--- config.mk ---
export PLATFORM = sky130hd
export DESIGN_NAME = bcd_display_feeder
export DESIGN_NICKNAME = d
export VERILOG_FILES = /design/src/rtl/bcd_display_feeder_pkg.sv /design/src/rtl/bcd_add3.sv /design/src/rtl/bcd_display_feeder.sv
export SDC_FILE = /design/constraint.sdc
export NUM_CORES = 1
export LEC_CHECK = 0
export BUFFER_PORTS_ARGS = -buffer_cell sky130_fd_sc_hd__buf_2
export CAP_MARGIN = 20
export CORE_UTILIZATION = 40
export DETAILED_ROUTE_END_ITERATION = 12
export SYNTH_ARGS = -nofsm -noshare
export SYNTH_HDL_FRONTEND = slang
export SYNTH_HIERARCHICAL = 1
export SYNTH_SLANG_ARGS = --single-unit
--- constraint.sdc ---
create_clock -name clk -period 1.5 [get_ports clk]
set_input_delay 0.075 -clock clk [delete_from_list [all_inputs] [get_ports clk]]
set_output_delay 0.075 -clock clk [all_outputs]
set_load 0.02 [all_outputs]
--- src/rtl/bcd_display_feeder_pkg.sv ---
// Shared types and constants for the BCD display feeder.
// The optional raw-hex bypass is enabled with `define HEX_BYPASS_EN.
package bcd_display_feeder_pkg;

    localparam int DATA_W = 16;
    localparam int BCD_W  = 20;
    localparam int N_ITER = 16;
    localparam int CNT_W  = 5;
    localparam logic [DATA_W-1:0] OVF_PATTERN = 16'hEEEE;

    typedef enum logic [1:0] {
        IDLE  = 2'd0,
        SHIFT = 2'd1,
        DONE  = 2'd2
    } state_t;

endpackage

--- src/rtl/bcd_add3.sv ---
// Double-dabble nibble adjust: add 3 to a BCD digit that is 5 or more,
// so that the following left shift carries correctly into the next digit.
module bcd_add3 (
    input  logic [3:0] i_nib,
    output logic [3:0] o_nib
);

    assign o_nib = (i_nib >= 4'd5) ? (i_nib + 4'd3) : i_nib;

endmodule

--- src/rtl/bcd_display_feeder.sv ---
// Converts a 16-bit binary result to four packed BCD digits for the display.
// Define HEX_BYPASS_EN to let hex_mode publish the raw value in one cycle.
module bcd_display_feeder
    import bcd_display_feeder_pkg::*;
(
    input  logic              clk,
    input  logic              reset,
    input  logic [DATA_W-1:0] in_value,
    input  logic              in_valid,
    output logic              in_ready,
    input  logic              hex_mode,
    output logic [DATA_W-1:0] displayed_number,
    output logic              display_sel,
    output logic              overflow,
    output logic              conv_done
);

    state_t                    r_state;
    state_t                    w_state_next;
    logic [DATA_W-1:0]         r_bin;
    logic [BCD_W-1:0]          r_acc;
    logic [CNT_W-1:0]          r_cnt;
    logic [BCD_W-1:0]          w_adj;
    logic [BCD_W+DATA_W-1:0]   w_shift;
    logic                      w_go_hex;

    generate
        for (genvar gi = 0; gi < BCD_W / 4; gi++) begin : g_adj
            bcd_add3 u_add3 (
                .i_nib (r_acc[gi*4 +: 4]),
                .o_nib (w_adj[gi*4 +: 4])
            );
        end
    endgenerate

    assign w_shift  = {w_adj, r_bin} << 1;
    assign in_ready = (r_state == IDLE);

`ifdef HEX_BYPASS_EN
    logic r_hex;
    assign w_go_hex = hex_mode;
`else
    logic w_unused_hex;
    assign w_unused_hex = hex_mode;
    assign w_go_hex     = 1'b0;
`endif

    always_ff @(posedge clk or negedge reset) begin
        if (!reset) begin
            r_state <= IDLE;
        end else begin
            r_state <= w_state_next;
        end
    end

    always_comb begin
        w_state_next = r_state;
        case (r_state)
            IDLE:    if (in_valid) w_state_next = w_go_hex ? DONE : SHIFT;
            SHIFT:   if (r_cnt == CNT_W'(N_ITER - 1)) w_state_next = DONE;
            DONE:    w_state_next = IDLE;
            default: w_state_next = IDLE;
        endcase
    end

    always_ff @(posedge clk or negedge reset) begin
        if (!reset) begin
            r_bin            <= '0;
            r_acc            <= '0;
            r_cnt            <= '0;
            displayed_number <= '0;
            display_sel      <= 1'b0;
            overflow         <= 1'b0;
            conv_done        <= 1'b0;
`ifdef HEX_BYPASS_EN
            r_hex            <= 1'b0;
`endif
        end else begin
            conv_done <= 1'b0;
            case (r_state)
                IDLE: begin
                    if (in_valid) begin
                        r_bin <= in_value;
                        r_acc <= '0;
                        r_cnt <= '0;
`ifdef HEX_BYPASS_EN
                        r_hex <= hex_mode;
`endif
                    end
                end
                SHIFT: begin
                    r_acc <= w_shift[BCD_W+DATA_W-1:DATA_W];
                    r_bin <= w_shift[DATA_W-1:0];
                    r_cnt <= r_cnt + CNT_W'(1);
                end
                DONE: begin
                    display_sel <= 1'b1;
                    conv_done   <= 1'b1;
`ifdef HEX_BYPASS_EN
                    if (r_hex) begin
                        displayed_number <= r_bin;
                        overflow         <= 1'b0;
                    end else
`endif
                    // A non-zero fifth digit means the value is above 9999.
                    if (r_acc[BCD_W-1:DATA_W] != '0) begin
                        displayed_number <= OVF_PATTERN;
                        overflow         <= 1'b1;
                    end else begin
                        displayed_number <= r_acc[DATA_W-1:0];
                        overflow         <= 1'b0;
                    end
                end
                default: ;
            endcase
        end
    end

endmodule

[Word-level counts from Yosys, hierarchy flattened]
Cells that the tools add are included.
Storage, ports and cells
  bits in registers: 62
  memories: 0
  ROM bits: 0
  bits of input ports: 20
  word-level logic and storage cells: 46
  bits in latches: 0
  output and inout port bits: 20
  bits in writable memories: 0
Operators by class
  add/subtract/negate cells: 6
  $lt $le $gt $ge: 5
  shift operators: 0
  bitwise logic cells: 0
  equality and inequality tests: 5
  multipliers: 0
  reductions and logical operators: 5
  muxes and demuxes: 17
  divide/modulo/power cells: 0
Operators by type and width (number)
  20-bit one-hot mux with 2 select lines: 1
  16-bit two-way mux: 2
  16-bit one-hot mux with 2 select lines: 1
  4-bit by 3-bit >= comparator with 1-bit output, second input constant: 5
  20-bit two-way mux: 1
  4-bit by 2-bit adder with 4-bit output, second input constant: 4
  4-bit two-way mux: 4
  5-bit one-hot mux with 2 select lines: 1
  5-bit by 1-bit adder with 5-bit output, second input constant: 1
  5-bit by 4-bit equality test with 1-bit output, second input constant: 1
  5-bit two-way mux: 1
  2-bit two-way mux: 2
  2-bit inequality test, second input constant: 2
  2-bit one-hot mux with 2 select lines: 1
  2-bit AND reduction: 2
  4-bit nonzero test: 1
  3-bit by 2-bit adder with 3-bit output, second input constant: 1
  3-bit two-way mux: 1
  2-bit by 1-bit equality test with 1-bit output, second input constant: 1
  2-bit equality test, second input constant: 1
  2-bit logical NOT: 1
  1-bit two-way mux: 2
  2-bit nonzero test: 1

[Logic depth before layout (Yosys ltp)]
Gate-level depths: netlist of the first run.
  word-level depth: 3
  gate-level depth with buffers: 6
  gate-level depth less buffers: 6

[Cells and area by module]
Netlist of the first run, hierarchy kept.
By module, submodules not included
  bcd_display_feeder: area an instance 2492.4 um^2, sequential area each 1551.5 um^2, times used 1, cells an instance 205
  bcd_add3: area an instance 101.3 um^2, sequential area each 0.0 um^2, times used 5, cells an instance 16

[Least setup slack after synthesis of the first run]
OpenSTA, ideal clock, no wires.
  path type: flip-flop to flip-flop
  start point: reg r_acc[16]
  end point: reg r_acc[18]
  arrival time: 1.223 ns
  path slack: 0.156 ns
  setup time: 0.121 ns
  data required time: 1.379 ns
  buffers on the path: 0
  clock period less this slack: 1.344 ns
  stages on the path, launching flop included: 6
  cells stage by stage: dfrtp_1 -> ha_1 -> nand2b_1 -> a21oi_2 -> mux2i_1 -> a22o_1
On the way
  cells in the longest elaborated chain, start to end: 3
  elaborated cells between the ends (all ways): 4
  classes of those cells: 1 x add/sub; 1 x order compare; 2 x mux
RTL lines
  start: declaration: RTL line bcd_display_feeder.sv:21  | logic [BCD_W-1:0] r_acc;
  start signal: assignment: RTL line bcd_display_feeder.sv:92  | r_acc <= w_shift[BCD_W+DATA_W-1:DATA_W];
  4-bit by 3-bit >= comparator with 1-bit output or 3-bit by 2-bit adder with 3-bit output (tied branches): RTL line bcd_add3.sv:8  | assign o_nib = (i_nib >= 4'd5) ? (i_nib + 4'd3) : i_nib;
  3-bit two-way mux (*): RTL line bcd_add3.sv:8
  via w_adj[17]: RTL line bcd_display_feeder.sv:23  | logic [BCD_W-1:0] w_adj;
  20-bit one-hot mux with 2 select lines (*): RTL line bcd_display_feeder.sv:80  | case (r_state)
The timed path passes the listed nets; every way through them passes the cells marked *.
A chain may end at the register's enable or synchronous reset.

[Worst setup path in the final report of the first run]
  start point: reg r_acc[16]
  end point: reg displayed_number[7]
On the way
  cells in the longest elaborated chain, start to end: 2
RTL lines
  4-bit nonzero test: RTL line bcd_display_feeder.sv:106  | if (r_acc[BCD_W-1:DATA_W] != '0) begin
  16-bit two-way mux: RTL line bcd_display_feeder.sv:106
  end signal: assignment: RTL line bcd_display_feeder.sv:110  | displayed_number <= r_acc[DATA_W-1:0];
  end: declaration: RTL line bcd_display_feeder.sv:12  | output logic [DATA_W-1:0] displayed_number,
No other way between the ends.

==> results of run 1 <==
[timing repair]
item | in CTS | in global routing
resized for setup | 0 | 2
hold buffers | 10 | 0
endpoints found under the hold margin | 30 | 0
endpoints found under the setup margin | 0 | 3
setup buffers | 0 | 0
[state kept, by name (all words and copies together) (netlist names)]
register and cells:
conv_done 1, display_sel 1, displayed_number 16, overflow 1, r_acc 20, r_bin 16, r_cnt 5, r_state 2
[critical path, cell delays in order, from the launching register on]
cell	delay, ps
dfrtp_1	440
nor4_2	340
nand2_1	130
buf_4	190
o22a_1	180
[layer usage]
layer	global-route usage (%)	vias up	wire (um)
met1	22.5	1092	2930
met2	29.2	47	2790
met3	4.76	10	236
met4	7.48	0	106
met5	0	-	0
li1	-	1130	-
[where the power goes]
part	switching, mW	internal [mW]
Combinational	1.66	1.65
Sequential	0.556	2.34
Clock	0.646	0.805
[worst max-delay path by stage]
stage                          end  slack (ps)  depth (start not counted)
2_1_floorplan            r_acc[10]         170                          5
3_3_place_gp             r_acc[18]         130                          5
5_1_grt                   r_acc[6]           3                          6
6_report       displayed_number[7]         110                          4
3_5_place_dp   displayed_number[7]         100                          4
4_1_cts        displayed_number[7]         100                          4
[area by class of cell]
type,count,share of cell area (%)
clock buffers,10,3.70
multi-input cells,188,34.6
flip-flops and latches,62,41.7
inverters,15,1.51
well taps,99,3.33
clock inverters,6,1.65
repair buffers,71,13.5
==> flow_summary.yaml, run 1 <==
worst_setup_path:
  required_ps: 1730
  regToRegStartpoint: "r_acc[16]"
  reg2reg_to: "displayed_number[7]"
  cp_max_fo: 10
  r2r_slack_ps: 110
  path_class: "register to register"
  reg2regPathDepth: 4
  startpoint_type: "register"
  cp-startpoint: "r_acc[16]"
  crit_path_end_kind: "register"
  worstPathArrival_ps: 1620
cts:
  ctsRootBufferMaster: "clkbuf_8"
  cts.clk_slew.worst_paths_ps: 70
  cts_buffer_depth: 2
  cts.sinks: 62
  cts_buffers: 9
  h-tree-depth: 3
  clkLatencyLatePin_ps: 340
  cts_tree: "yes"
sta:
  final-setup-viol-count: 0
  fmax_mhz: 721
  slew_headroom_pct: 62.0
  drv_slew: 0
  whs_ps: 14.2
  worst_pin_slew_ps: 570
  rsz0062_at_grt: "false"
  hold_viol: 0
  fin_crit_sh_pct: 92.4
  fin_ws_ps: 114
  finalCriticalPeriod_ps: 1390
  skew_ps: 7.00
  setup_tns_ps: 0
final_layout:
  nFillCells: 701
  register_area_sq_mm: 0.00155
  area_growth_pct: 24.8
  layout_commonest_cell: "dfrtp_1"
  multiInputGateArea_sq_mm: 0.00129
  finalNonFillerCells: 451
  finalNetCount: 379
  stdcell_area_sq_mm: 0.00372
  utilization_pct: 51.5
  antennaDiodeCount: 0
  layout_common_cells: "dfrtp_1 (62), buf_2 (38), nand2_1 (29)"
  drive_gt1_share_pct: 25.6
route:
  postRouteWirelength_um: 6070
  wl_per_cell_um: 13.5
  initialDrtViolationCount: 85
  final_antenna_net_count: 0
  routed_via_density: 5.05
  drc_errors: 0
  vias: 2279
  firstDrtPassIters: 4
synthesis:
  syn_area_sq_mm: 0.00298
  syn_inst: 281
  avgSynthCellArea_sq_um: 10.6
  ys_warn_count: 6
  syn-num-nets: 313
worst_hold_path:
  min_from: "in_value[10]"
  hp-class: "primary input to register"
  min_path_cells: 3
  min_to: "r_bin[10]"
grt:
  antenna_found_initial: 0
  track_usage_pct: 17.9
  grt_max_degree: 24
  grt_overflow: 0
  grt_pass1_wl_um: 10600
  grt_pass1_vias: 2261
floorplan:
  std_cell_rows: 31
  die-height_um: 88.3
  initial_core_util_pct: 41.3
  die_area_sq_mm: 0.00780
  coreArea_sq_mm: 0.00721
  die_w_um: 88.3
  io_pins: 40
flow_run:
  drv_cap: 0
placed_design:
  io_buffers: 38
  preCtsSetupSlack_ps: 98.4
  dp_cells: 425
  hpwl_um: 4240
  place.gp.congestion: 0.768
  dpl-instance-area_sq_mm: 0.00342
pwr:
  power_mw: 7.67
  leakage_nw: 1.83
  vdd.ir_drop.worst_uv: 984
  p_per_area_mw_per_mm2: 2060
status:
  status: "complete, no violations"
No activity file was read; power rests on OpenSTA's default activity.
==> run 2, diff against run 1 <==
--- a/config.mk
+++ b/config.mk
@@ -5,8 +5,8 @@
 export SDC_FILE = /design/constraint.sdc
 export NUM_CORES = 1
 export LEC_CHECK = 0
-export BUFFER_PORTS_ARGS = -buffer_cell sky130_fd_sc_hd__buf_2
-export CAP_MARGIN = 20
+export ABC_AREA = 1
+export BUFFER_PORTS_ARGS = -buffer_cell sky130_fd_sc_hd__buf_4
 export CORE_UTILIZATION = 40
 export DETAILED_ROUTE_END_ITERATION = 12
 export SYNTH_ARGS = -nofsm -noshare
==> run 2 against run 1 <==
  * Design area rose by 11%
  * Sequential power fell by 3%
  * Routed wire length rose by 14%
  * Die area rose by 9.4%
  * Core utilization rose by 1.1 points
  * Non-clock buffer count fell by 4
  * Final cell count rose by 26%
  * Register-to-register slack improved by 40 ps
  * Clock skew barely moved
  * Maximum frequency rose by 0.79%
  * Highest routed layer unchanged
==> flow_summary.yaml, run 2 <==
status:
  status: "complete, no violations"
sta:
  rsz0062_at_grt: "false"
  slew_headroom_pct: 76.5
  fin_ws_ps: 125
  hold_viol: 0
  skew_ps: 7.49
  final-setup-viol-count: 0
  fin_crit_sh_pct: 91.7
  worst_pin_slew_ps: 351
  finalCriticalPeriod_ps: 1380
  fmax_mhz: 727
  drv_slew: 0
  whs_ps: 100
  setup_tns_ps: 0
worst_hold_path:
  hp-class: "primary input to register"
  min_to: "r_bin[0]"
  min_from: "in_valid"
  min_path_cells: 3
route:
  postRouteWirelength_um: 6950
  wl_per_cell_um: 12.2
  initialDrtViolationCount: 151
  drc_errors: 0
  vias: 2804
  firstDrtPassIters: 4
  routed_via_density: 4.93
  final_antenna_net_count: 0
placed_design:
  dpl-instance-area_sq_mm: 0.00370
  io_buffers: 38
  preCtsSetupSlack_ps: 156
  place.gp.congestion: 0.829
  hpwl_um: 4400
pwr:
  p_per_area_mw_per_mm2: 1950
  vdd.ir_drop.worst_uv: 926
  leakage_nw: 2.00
final_layout:
  area_growth_pct: 25.8
  layout_common_cells: "nand2_1 (116), nand3_1 (82), dfrtp_1 (62)"
  nFillCells: 734
  finalNetCount: 494
  antennaDiodeCount: 0
  layout_commonest_cell: "nand2_1"
  reg_top3: "r_acc x20, displayed_number x16, r_bin x16"
  largest_reg_flops: 20
  drive_gt1_share_pct: 21.4
  top_register: "r_acc"
  stdcell_area_sq_mm: 0.00411
grt:
  grt_pass1_vias: 2724
  antenna_found_initial: 0
  grt_pass1_wl_um: 12000
  grt_max_degree: 63
  track_usage_pct: 17.8
  grt_overflow: 0
cts:
  ctsRootBufferMaster: "clkbuf_8"
  h-tree-depth: 3
  cts.sinks: 62
  clkLatencyLatePin_ps: 340
  cts_buffers: 9
  cts_tree: "yes"
  post-cts-setup-buffers: 0
  ctsHoldBuffers: 17
  cts_buffer_depth: 2
  cts_resized: 0
  cts.clk_slew.worst_paths_ps: 60
worst_setup_path:
  startpoint_type: "register"
  crit_top_cell: "buf_4"
  regToRegStartpoint: "r_acc[8]"
  required_ps: 1420
  crit_path_end_kind: "primary output"
  path_class: "register to primary output"
  cpMaxStageDelayCell: "dfrtp_1"
  reg2regPathDepth: 8
  crit_chain: "nor2_2 -> buf_4 -> buf_4"
  crit_buf_inv: 2
  r2r_slack_ps: 150
  max_stage_delay_ps: 440
  path_delay_family: "flip-flops"
  reg2reg_to: "r_acc[10]"
  worstPathArrival_ps: 1300
  cp_max_fo: 18
synthesis:
  syn_area_sq_mm: 0.00327
  avgSynthCellArea_sq_um: 8.12
  syn_inst: 402
  ys_warn_count: 6
  syn-num-nets: 434
floorplan:
  die_area_sq_mm: 0.00853
  die_w_um: 92.4
  initial_core_util_pct: 41.8
  std_cell_rows: 32
  io_pins: 40
  die-height_um: 92.4
  coreArea_sq_mm: 0.00781
flow_run:
  drv_cap: 0
[run 2: changes by cell type in the layout (fill, tap and decap cells not counted), sizes merged, moves of 5 or more]
cell / change
xnor2: -5
nand2b: -10
nand3: +81
o22a: -12
nor2b: -12
buf: -11
nor2: +32
nand2: +93
a22oi: -15
dlygate4sd3: +7
mux2i: -5
inv: +13
a21oi: -10
a22o: -25
[run 2: cell type report]
cell class              count  area, sq um  share of cell area, %
flip-flops and latches     62         1550                   37.8
clock inverters             3         65.1                   1.58
multi-input cells         294         1500                   36.4
clock buffers              13          169                   4.11
repair buffers             67          596                   14.5
inverters                  28          105                   2.56
well taps                 102          128                   3.11
[run 2: layer usage]
metal  share of wire (%)  wire length, um  track usage, %
met5                   0                0               0
met4                0.66               46            4.17
met3                 4.6              320            5.34
met2                  49             3380            30.1
met1                  46             3200            22.4
[run 2: tightest hold or removal path, cell delays in order]
cell and delay [ps]:
buf_4 180, nand3_1 90, nand2_1 50
[run 2: worst max path at each step]
| stage | cells after the start | to | startpoint | slack [ps] |
|---|---|---|---|---|
| finish | 3 | in_ready | r_state[0] | 120 |
| global route | 8 | r_acc[13] | r_acc[13] | 10 |
| CTS | 3 | in_ready | r_state[0] | 100 |
| detailed placement | 8 | r_acc[10] | r_acc[8] | 160 |
| global placement | 8 | r_acc[6] | r_acc[4] | 200 |
| floorplan | 8 | r_acc[2] | r_acc[0] | 280 |
[run 2: per-stage QoR]
step | power, mW | util [%] | cells
after detailed placement | 6.34 | 47.5 | 536
after global routing | 8.72 | 52.6 | 569
after CTS | 8.11 | 52.6 | 569
final | 8.02 | 52.6 | 569
after floorplan | 5.38 | - | 402
after global placement | 6.25 | 47.5 | 536
[run 2: where the power goes]
| group | leakage [nW] | internal [mW] | switching, mW |
|---|---|---|---|
| Combinational | 1.14 | 1.44 | 2.06 |
| Clock | 0.120 | 1.07 | 0.619 |
| Sequential | 0.746 | 2.28 | 0.545 |
| Total | 2.00 | 4.79 | 3.23 |
==> run 3, diff against run 2 <==
==> constraint.sdc (replaced) <==
create_clock -name clk -period 1.5 [get_ports clk]
set_input_delay 0.3 -clock clk [delete_from_list [all_inputs] [get_ports clk]]
set_output_delay 0.3 -clock clk [all_outputs]
set_load 0.02 [all_outputs]
==> run 3 against run 2 <==
  * Final cell count decreased by 2.1%
  * Routed wire length decreased by 3.0%
  * Clock skew increased by 2.6 ps
  * Clock power increased by 20%
  * Via count decreased by 1.4%
  * Critical endpoint unchanged
==> flow_summary.yaml, run 3 (synthesized netlist as in run 2, its figures left out) <==
worst_setup_path:
  cpMaxStageDelayCell: "dfrtp_2"
  crit_buf_inv: 1
  crit_path_end_kind: "primary output"
  max_stage_delay_ps: 460
  crit_chain: "nor2_4 -> buf_4"
  startpoint_type: "register"
  path_delay_family: "flip-flops"
  cp_max_fo: 4
  path_class: "register to primary output"
  worstPathArrival_ps: 1120
  required_ps: 1200
sta:
  fmax_mhz: 702
  worst_pin_slew_ps: 393
  whs_ps: 207
  skew_ps: 10.1
  hold_viol: 0
  final-setup-viol-count: 0
  slew_headroom_pct: 73.8
  finalCriticalPeriod_ps: 1420
  rsz0062_at_grt: "false"
  setup_tns_ps: 0
  drv_slew: 0
  fin_crit_sh_pct: 95.0
final_layout:
  drive_gt1_share_pct: 23.3
  stdcell_area_sq_mm: 0.00401
  multiInputGateArea_sq_mm: 0.00150
  antennaDiodeCount: 0
  area_growth_pct: 22.7
  top_register: "r_acc"
  nFillCells: 765
  register_area_sq_mm: 0.00155
  finalNetCount: 482
  utilization_pct: 51.3
  largest_reg_flops: 20
  reg_top3: "r_acc x20, displayed_number x16, r_bin x16"
  layout_commonest_cell: "nand2_1"
  layout_common_cells: "nand2_1 (116), nand3_1 (82), dfrtp_1 (61)"
grt:
  track_usage_pct: 17.7
  antenna_found_initial: 0
  grt_overflow: 0
  grt_pass1_vias: 2637
  grt_pass1_wl_um: 12200
  grt_max_degree: 34
placed_design:
  io_buffers: 38
  hpwl_um: 4680
  place.gp.congestion: 0.823
  dpl-instance-area_sq_mm: 0.00371
route:
  routed_via_density: 4.97
  drc_errors: 0
  firstDrtPassIters: 4
  wl_per_cell_um: 12.1
  vias: 2766
  initialDrtViolationCount: 121
  final_antenna_net_count: 0
  postRouteWirelength_um: 6740
flow_run:
  drv_cap: 0
cts:
  post-cts-setup-buffers: 0
  cts.sinks: 62
  clkLatencyLatePin_ps: 330
  h-tree-depth: 3
  cts_buffers: 9
  cts_buffer_depth: 2
  cts.clk_slew.worst_paths_ps: 70
  ctsRootBufferMaster: "clkbuf_8"
  cts_tree: "yes"
pwr:
  power_mw: 8.33
  leakage_nw: 1.97
  vdd.ir_drop.worst_uv: 908
  p_per_area_mw_per_mm2: 2080
floorplan:
  coreArea_sq_mm: 0.00781
  die_area_sq_mm: 0.00853
  std_cell_rows: 32
  die-height_um: 92.4
  io_pins: 40
  initial_core_util_pct: 41.8
  die_w_um: 92.4
status:
  status: "complete, no violations"
worst_hold_path:
  hp-class: "primary input to register"
run 3: final cells by class:
type,instances,area share (%)
timing repair buffer,55,11.0
inverter,28,2.62
multi-input combinational,294,37.4
tap,102,3.19
sequential,62,38.8
clock inverter,5,3.22
clock buffer,11,3.78
run 3: metal layers:
layer  share of wire [%]  up-vias  global-route usage (%)
li1                    -     1394                       -
met1                  47     1299                    24.1
met2                  47       63                    28.4
met3                 4.2       10                    2.87
met4                 1.5        0                    6.77
met5                   0        -                       0
run 3: through the flow:
step / std cells / setup slack, ps
after floorplan: 402 / 285
after global placement: 540 / 203
after detailed placement: 540 / 179
after CTS: 557 / 45.0
after global routing: 557 / 27.1
final: 557 / 75.1
run 3: what timing repair did:
action                     in CTS  in global routing
resized for setup               1                  1
setup endpoints to repair       1                  1
hold buffers                    1                  0
hold endpoints to repair       29                  0
run 3: power breakdown:
group	internal [mW]	leakage (nW)	total [mW]	switching (mW)
clock network	1.37	0.140	2.02	0.655
logic	1.43	1.08	3.51	2.08
registers	2.28	0.745	2.79	0.516
run 3: worst reg2reg max path: cells and delay by family, from the launching register on:
family / cells / cell delay, ps
adders and majority gates: 1 / 250
and+or+nand+nor: 6 / 440
DFF: 1 / 440
buffers and inverters: 1 / 100
run 3: final timing paths:
path / startpoint / endpoint / slack (ps) / cells after the start
max in group asynchronous: reset / r_state[0] / 560 / 3
setup reg to reg: r_acc[8] / r_acc[9] / 160 / 8
setup / recovery: r_state[0] / in_ready / 80 / 2
min in group asynchronous: reset / displayed_number[14] / 420 / 2
hold / removal: in_value[0] / r_bin[0] / 210 / 3
hold reg to reg: display_sel / display_sel / 470 / 1
